`src/rtl/frame_header_gen.sv`:
```
// Frame framer: emits magic word, captured header fields, a pass-through payload of the
// captured length and an optional checksum trailer, with valid/ready on both sides.
module frame_header_gen #(
    parameter int unsigned DATA_W     = 32,
    parameter int unsigned N_FIELDS   = 3,
    parameter int unsigned LEN_W      = 16,
    parameter logic [31:0] MAGIC      = 32'hEC534F4D,
    parameter bit          TRAILER_EN = 1'b1
) (
    input  logic                         clk,
    input  logic                         rst,
    input  logic                         i_sync,
    input  logic [N_FIELDS*DATA_W-1:0]   i_fields,
    input  logic [LEN_W-1:0]             i_payload_len,
    output logic [15:0]                  o_header_size,
    input  logic [DATA_W-1:0]            i_frame_data,
    input  logic                         i_frame_vld,
    output logic                         o_frame_rdy,
    output logic [DATA_W-1:0]            o_out_data,
    output logic                         o_out_vld,
    input  logic                         i_out_rdy,
    output logic                         o_busy,
    output logic                         o_overrun
);

    localparam int unsigned       IDX_W   = 4;
    localparam logic [DATA_W-1:0] MAGIC_W = DATA_W'(MAGIC);

    typedef enum logic [2:0] {
        ST_IDLE,
        ST_MAGIC,
        ST_FIELD,
        ST_PAYLOAD,
        ST_TRAILER
    } state_t;

    state_t                       state_q, state_d;
    logic [N_FIELDS*DATA_W-1:0]   fields_q, fields_d;
    logic [LEN_W-1:0]             rem_q, rem_d;
    logic [IDX_W-1:0]             idx_q, idx_d;
    logic [DATA_W-1:0]            csum_q, csum_d;
    logic                         pending_q, pending_d;
    logic                         overrun_q, overrun_d;
    logic                         out_xfer;
    state_t                       after_body;

    assign o_header_size = 16'(1 + N_FIELDS);
    assign o_busy        = (state_q != ST_IDLE);
    assign o_overrun     = overrun_q;
    assign out_xfer      = o_out_vld & i_out_rdy;
    assign after_body    = TRAILER_EN ? ST_TRAILER : ST_IDLE;

    // Output mux is decoded from the state register so an async reset blanks it at once.
    // NOTE: every output gets a default before the case so no latch is inferred.
    always_comb begin
        o_out_data  = '0;
        o_out_vld   = 1'b0;
        o_frame_rdy = 1'b0;
        case (state_q)
            ST_MAGIC: begin
                o_out_data = MAGIC_W;
                o_out_vld  = 1'b1;
            end
            ST_FIELD: begin
                o_out_data = fields_q[32'(idx_q)*DATA_W +: DATA_W];
                o_out_vld  = 1'b1;
            end
            ST_PAYLOAD: begin
                o_out_data  = i_frame_data;
                o_out_vld   = i_frame_vld;
                o_frame_rdy = i_out_rdy;
            end
            ST_TRAILER: begin
                o_out_data = csum_q;
                o_out_vld  = 1'b1;
            end
            default: ;
        endcase
    end

    always_comb begin
        state_d   = state_q;
        fields_d  = fields_q;
        rem_d     = rem_q;
        idx_d     = idx_q;
        csum_d    = csum_q;
        pending_d = pending_q;
        overrun_d = 1'b0;

        case (state_q)
            ST_IDLE: begin
                if (i_sync || pending_q) begin
                    fields_d  = i_fields;
                    rem_d     = i_payload_len;
                    idx_d     = '0;
                    csum_d    = '0;
                    state_d   = ST_MAGIC;
                    // A queued sync is consumed now; a fresh sync this cycle queues behind it.
                    pending_d = pending_q && i_sync;
                end
            end
            ST_MAGIC: begin
                if (out_xfer) begin
                    csum_d  = csum_q + o_out_data;
                    state_d = ST_FIELD;
                end
            end
            ST_FIELD: begin
                if (out_xfer) begin
                    csum_d = csum_q + o_out_data;
                    if (idx_q == IDX_W'(N_FIELDS - 1)) begin
                        state_d = (rem_q != '0) ? ST_PAYLOAD : after_body;
                    end else begin
                        idx_d = idx_q + IDX_W'(1);
                    end
                end
            end
            ST_PAYLOAD: begin
                if (out_xfer) begin
                    csum_d = csum_q + o_out_data;
                    rem_d  = rem_q - LEN_W'(1);
                    if (rem_q == LEN_W'(1)) begin
                        state_d = after_body;
                    end
                end
            end
            ST_TRAILER: begin
                if (out_xfer) begin
                    state_d = ST_IDLE;
                end
            end
            default: state_d = ST_IDLE;
        endcase

        // A sync during a frame (including its final transfer) is queued one deep.
        if (state_q != ST_IDLE && i_sync) begin
            if (pending_q) begin
                overrun_d = 1'b1;
            end else begin
                pending_d = 1'b1;
            end
        end
    end

    // NOTE: sequential state uses non-blocking assignments only, so every register
    // samples the values from before the clock edge regardless of statement order.
    always_ff @(posedge clk or posedge rst) begin
        if (rst) begin
            state_q   <= ST_IDLE;
            fields_q  <= '0;
            rem_q     <= '0;
            idx_q     <= '0;
            csum_q    <= '0;
            pending_q <= 1'b0;
            overrun_q <= 1'b0;
        end else begin
            state_q   <= state_d;
            fields_q  <= fields_d;
            rem_q     <= rem_d;
            idx_q     <= idx_d;
            csum_q    <= csum_d;
            pending_q <= pending_d;
            overrun_q <= overrun_d;
        end
    end

endmodule

```
`config.mk`:
```
export PLATFORM = sky130hd
export DESIGN_NAME = frame_header_gen
export DESIGN_NICKNAME = d
export VERILOG_FILES = /design/src/rtl/frame_header_gen.sv
export SDC_FILE = /design/constraint.sdc
export NUM_CORES = 1
export LEC_CHECK = 0
export ABC_CLOCK_PERIOD_IN_PS = 6860
export CAP_MARGIN = 20
export CELL_PAD_IN_SITES_DETAIL_PLACEMENT = 0
export CELL_PAD_IN_SITES_GLOBAL_PLACEMENT = 1
export CORE_ASPECT_RATIO = 0.9
export CORE_MARGIN = 3
export CORE_UTILIZATION = 35
export DETAILED_ROUTE_END_ITERATION = 8
export PLACE_DENSITY = 0.73
export SLEW_MARGIN = 10
export SYNTH_ARGS = -nofsm -noshare
export SYNTH_HDL_FRONTEND = slang
export SYNTH_SLANG_ARGS = --single-unit
```
`constraint.sdc`:
```
create_clock -name clk -period 6.86 [get_ports clk]
set_input_delay 1.372 -clock clk [delete_from_list [all_inputs] [get_ports clk]]
set_output_delay 1.372 -clock clk [all_outputs]
set_load 0.02 [all_outputs]
```
== Word level (Yosys, flattened, before mapping) ==
Cells that the tools add are included.

* Register bits after elaboration: 153
* Bits of input ports: 149
* Output and inout bits: 52
* Logic and storage cells: 71

* Equality and inequality tests: 15
* Muxes and demuxes: 28
* $add $sub $neg: 3
* Bitwise gates (word level): 1
* Reduce and logical (&&, ||, !) cells: 16
* Shifts and indexed selects: 1

{| class="wikitable"
|+ Operators with widths
! cell !! count
|-
| 32-bit one-hot mux with 4 select lines || 1
|-
| 96-bit by 10-bit indexed part select with 32-bit output || 1
|-
| 32-bit 2-to-1 mux || 2
|-
| 32-bit one-hot mux with 2 select lines || 1
|-
| 32-bit adder || 1
|-
| 16-bit 2-to-1 mux || 2
|-
| 16-bit one-hot mux with 2 select lines || 1
|-
| 3-bit 2-to-1 mux || 8
|-
| 16-bit by 1-bit == test with 1-bit output, second input constant || 1
|-
| 2-bit inequality test, second input constant || 8
|-
| 16-bit nonzero test || 1
|-
| 16-bit by 1-bit subtractor with 16-bit output, second input constant || 1
|-
| 3-bit one-hot mux with 5 select lines || 1
|-
| 4-bit 2-to-1 mux || 3
|-
| 4-bit one-hot mux with 2 select lines || 1
|-
| 1-bit 2-to-1 mux || 7
|-
| 7-bit AND reduction || 1
|-
| 3-bit by 2-bit == test with 1-bit output, second input constant || 2
|-
| 3-bit AND reduction || 2
|-
| 2-bit nonzero test || 3
|-
| 3-bit OR reduction || 2
|-
| 4-bit by 1-bit adder with 4-bit output, second input constant || 1
|-
| 4-bit by 2-bit == test with 1-bit output, second input constant || 1
|-
| 4-bit AND reduction || 1
|-
| other kinds (10) || 11
|}

== Logic depth before layout (Yosys ltp) ==
* Depth after elaboration: 6
* Gate-level depth with buffers: 17
* Mapped depth without buffers: 15

== Worst setup path before layout ==
Ideal clock, no wire load.

* Path type: register to register
* Start: reg idx_q[1]
* End: reg csum_q[30]
* Arrival time: 4.043 ns
* Buffers on the path: 2
* Setup time: 0.126 ns
* Clock period less this slack: 4.169 ns
* Stages on the path, launching flop included: 16
* Slack: 2.691 ns
* Data required time: 6.734 ns
* Path through: dfrtp_1 > clkbuf_1 > clkbuf_1 > mux2i_1 > nor2_1 > a21oi_1 > o21ai_0 > ha_1 > a21o_1 > a21o_1 > a21o_1 > or4b_4 > nor3_2 > nor3_1 > a21o_1 > a221o_1

* Word-level cells in the longest chain between the ends: 5

{| class="wikitable"
|+ RTL lines
! element !! RTL line !! source
|-
| start: declaration || 40 || <nowiki>logic [IDX_W-1:0] idx_q, idx_d;</nowiki>
|-
| start signal: assignment || 160 || <nowiki>idx_q <= idx_d;</nowiki>
|-
| 96-bit by 10-bit indexed part select with 32-bit output || 65 || <nowiki>o_out_data = fields_q[32'(idx_q)*DATA_W +: DATA_W];</nowiki>
|-
| 32-bit one-hot mux with 4 select lines || 59 || <nowiki>case (state_q)</nowiki>
|-
| net o_out_data[19] || 19 || <nowiki>output logic [DATA_W-1:0] o_out_data,</nowiki>
|-
| 32-bit adder || 104, 110, 120 ||
|-
| 32-bit 2-to-1 mux || 103, 109, 119 ||
|-
| 32-bit one-hot mux with 2 select lines || 90 || <nowiki>case (state_q)</nowiki>
|-
| end signal: assignment || 161 || <nowiki>csum_q <= csum_d;</nowiki>
|-
| end: declaration || 41 || <nowiki>logic [DATA_W-1:0] csum_q, csum_d;</nowiki>
|}

The timed path passes the listed nets, and every way through them passes these cells. The select of a mux whose other input is x is not followed.
A chain may end at the register's enable or synchronous reset.

== Worst setup path in the final report ==
* Start: reg state_q[0]
* End: out o_out_data[1]

* Word-level cells in the longest chain between the ends: 2
* Elaborated cells on any way between the ends: 5
* Classes of those cells: 4 x eq/ne; 1 x mux

{| class="wikitable"
|+ RTL lines
! element !! RTL line !! source
|-
| start: declaration || 37 || <nowiki>state_t state_q, state_d;</nowiki>
|-
| start signal: assignment || 157 || <nowiki>state_q <= state_d;</nowiki>
|-
| 3-bit == test (tied with other cells) || 59 ||
|-
| 32-bit one-hot mux with 4 select lines (*) || 59 ||
|-
| end: declaration || 19 ||
|}

Mark *: on every way between the ends. The rest lies on a longest branch, timed or not.

==> impl_metrics.json <==
{
  "post_cts_buffers": 0,
  "synthSimpleGateAreaFrac_pct": 22.8,
  "critPathLaunch": "state_q[0]",
  "clock-root-buffer": "clkbuf_16",
  "leakagePower_uw": 0.00550,
  "num_io_pins": 201,
  "nFillCells": 2626,
  "final_common_cell": "nand2_1",
  "rsz0062_at_grt": "no",
  "timing.rr.end": "csum_q[24]",
  "wl_per_cell_um": 17.4,
  "ant_nets": 0,
  "endpoint": "o_out_data[1]",
  "io_buffers": 184,
  "yosys_warnings": 0,
  "grt-ovfl-total": 0,
  "syn2layout_area_growth_pct": 29.3,
  "insertion_delay_ns": 0.44,
  "syn_avg_cell_area_um2": 7.85,
  "synth_xor_area_share_pct": 2.27,
  "grt_pass1_vias": 8213,
  "postSynth.asyncResetShare_pct": 100,
  "rows": 55,
  "reg2regPathDepth": 13,
  "cp.required_ns": 5.49,
  "die_w_um": 178,
  "netlist_instances": 1181,
  "cp_data_arrival_time_ns": 3.81,
  "rrSetupSlack_ns": 1.99,
  "dieArea_um2": 28500,
  "cts_tree": "done",
  "worstReg2RegStart": "state_q[0]",
  "hold_violations": 0,
  "grt.total_usage_pct": 20.5,
  "clock_path_buffers": 2,
  "ys_seq_area_share_pct": 41.3,
  "cts-resized-gates": 0,
  "num_antenna_cells": 0,
  "period_needed_ns": 5.18,
  "gp_congestion": 0.849,
  "tns_ns": 0,
  "crit_path_end_kind": "output port",
  "place.detailed.hpwl_mm": 21.1,
  "slew_violations": 0,
  "hold_buffers": 0,
  "fin_crit_sh_pct": 75.5,
  "drt_iter0_drc": 714,
  "min_path_type": "flip-flop to flip-flop",
  "drt_wl_total_mm": 29.4,
  "clk_pin_slew_worst_paths_ns": 0.07,
  "final_cell_mix": "nand2_1, clkdlybuf4s50_1, dfrtp_1, a21oi_1, nor2_1",
  "yosysUniqueCellTypes": 62,
  "synth-seq-cells": 153,
  "p_per_area_nw_per_um2": 521,
  "clock_sinks": 153,
  "ir_worst_vdd_uv": 216,
  "cap_viol_max_count": 0,
  "slew_headroom_pct": 30.3,
  "synth_compound_area_share_pct": 19.2,
  "synth_fa_ha_area_share_pct": 5.05,
  "cts_buffers": 17,
  "num_vias": 8659,
  "start_util_pct": 36.2,
  "htreeDepth": 4,
  "synth_edf_count": 0,
  "grt_max_degree": 101,
  "worstMarginPinSlew_ns": 1.05,
  "cp-start-kind": "flip-flop",
  "fmax_ghz": 0.193,
  "status": "completed",
  "vias_per_cell": 5.13,
  "worstSetupPathType": "flip-flop to output port",
  "drtPass1Iterations": 5,
  "netlist_area_um2": 9270,
  "cp_max_fo": 19,
  "drive_gt1_share_pct": 4.91,
  "drc": 0,
  "antenna_found_initial": 0,
  "nNetsFinal": 1517,
  "synth_ff_type": "dfrtp_1",
  "synth_top_family_by_area": "simple AND/OR/NAND/NOR gates",
  "skew_ns": 0.0125,
  "die_y_um": 160,
  "grt_first_pass_wirelength_mm": 45.8,
  "synthMuxAreaShare_pct": 4.02,
  "core_region_area_um2": 25600,
  "hold_slack_ns": 0.475,
  "setup_violations": 0
}
[Yosys cell counts, types with 2 or more instances]
cell type  count  area share [%]
nor4b_1        2            0.19
a211oi_1       6            0.49
a311oi_1       2            0.19
a211o_1        3            0.28
a31oi_1       11            0.74
nand2b_1       8            0.54
nand2_1      346              14
or2_1          2            0.13
nand4_1       10            0.67
and2_1         3            0.20
xor2_1        11             1.0
o21ai_0       53             2.9
inv_1         30             1.2
and3_1         6            0.40
mux2i_1       35             3.8
nor3_1        17            0.92
o211ai_1       4            0.32
a21oi_1      121             6.5
a22o_1         3            0.28
buf_4         16             1.3
nor4_1         4            0.27
o21ai_1       38             2.1
inv_2          2           0.081
ha_1          35             4.7
a21o_1        20             1.6
nand3_1       12            0.65
nor2b_1        3            0.20
nor2_1        79             3.2
or3_1          7            0.47
clkbuf_1      60             2.4
buf_1          4            0.16
mux2_2         2            0.24
a221o_1        2            0.22
nand3b_1       4            0.32
o22ai_1        4            0.27
dfrtp_1      153              41
o31ai_1        4            0.32
o32ai_1        2            0.19
o21bai_1       6            0.49
buf_2          3            0.16
a22oi_1       14             1.1
xnor2_1       13             1.2
conb_1         2           0.081
[critical path, cell delays in order (launching register included)]
cell and delay [ns]:
dfrtp_1 0.70, nand2_1 0.63, nor2_2 0.85, a22oi_1 0.12
o21ai_0 0.33, clkdlybuf4s50_1 0.74
[flip-flops by register name (all words and copies together) (netlist names)]
signal and flops:
csum_q 32, fields_q 96, idx_q 4, o_overrun 1, pending_q 1, rem_q 16, state_q 3
[layout make-up]
| class | instances | area, um2 | area share, % |
|---|---|---|---|
| inverters | 32 | 125 | 1.04 |
| clock buffers | 17 | 425 | 3.55 |
| well taps | 342 | 428 | 3.57 |
| multi-input cells | 927 | 5020 | 41.9 |
| flip-flops and latches | 153 | 3830 | 31.9 |
| repair buffers | 201 | 1970 | 16.4 |
| clock inverters | 15 | 191 | 1.60 |
[metal layers]
layer  GRT usage, %  wire [um]  up-vias
met5              0          0        -
met4           4.28        294        0
met3           4.40       1980       22
met2           29.0      12200      278
met1           31.8      15000     4042
li1               -          -     4317
[through the flow]
stage / utilization (%) / power (uW) / setup slack (ns) / std cells / area [um2]
after floorplan: - / 4060 / 1.37 / 1195 / 9320
after CTS: 46.8 / 6270 / 1.71 / 1686 / 12000
final: 46.8 / 6240 / 1.68 / 1687 / 12000
after global placement: 44.4 / 5230 / 2.20 / 1653 / 11400
after global routing: 46.8 / 6780 / 1.43 / 1687 / 12000
after detailed placement: 44.4 / 5260 / 2.08 / 1654 / 11400
[how the worst min path moves through the flow]
stage                  from  cells after the start  slack (ns)            to
2_1_floorplan   fields_q[0]                      2        0.44   fields_q[0]
3_3_place_gp    fields_q[6]                      2        0.46   fields_q[6]
3_5_place_dp   fields_q[67]                      2        0.46  fields_q[67]
4_1_cts        fields_q[40]                      2        0.48  fields_q[40]
5_1_grt        fields_q[43]                      2        0.49  fields_q[43]
6_report       fields_q[40]                      2        0.47  fields_q[40]
[where the power goes]
group | switching (uW) | leakage [uW] | internal [uW]
clock | 484 | 0.000300 | 500
sequential | 289 | 0.00190 | 1330
combinational | 2270 | 0.00330 | 1370
total | 3050 | 0.00550 | 3200
[kinds of logic after synthesis]
logic type,after synthesis
AND/OR/NAND/NOR,509
AO/OA/AOI/OAI,304
flip-flops,153
buffers and inverters,115
adder cells (fa/ha/maj),37
multiplexers,37
XOR/XNOR,24
other,2
(Power assumes the default switching activity.)
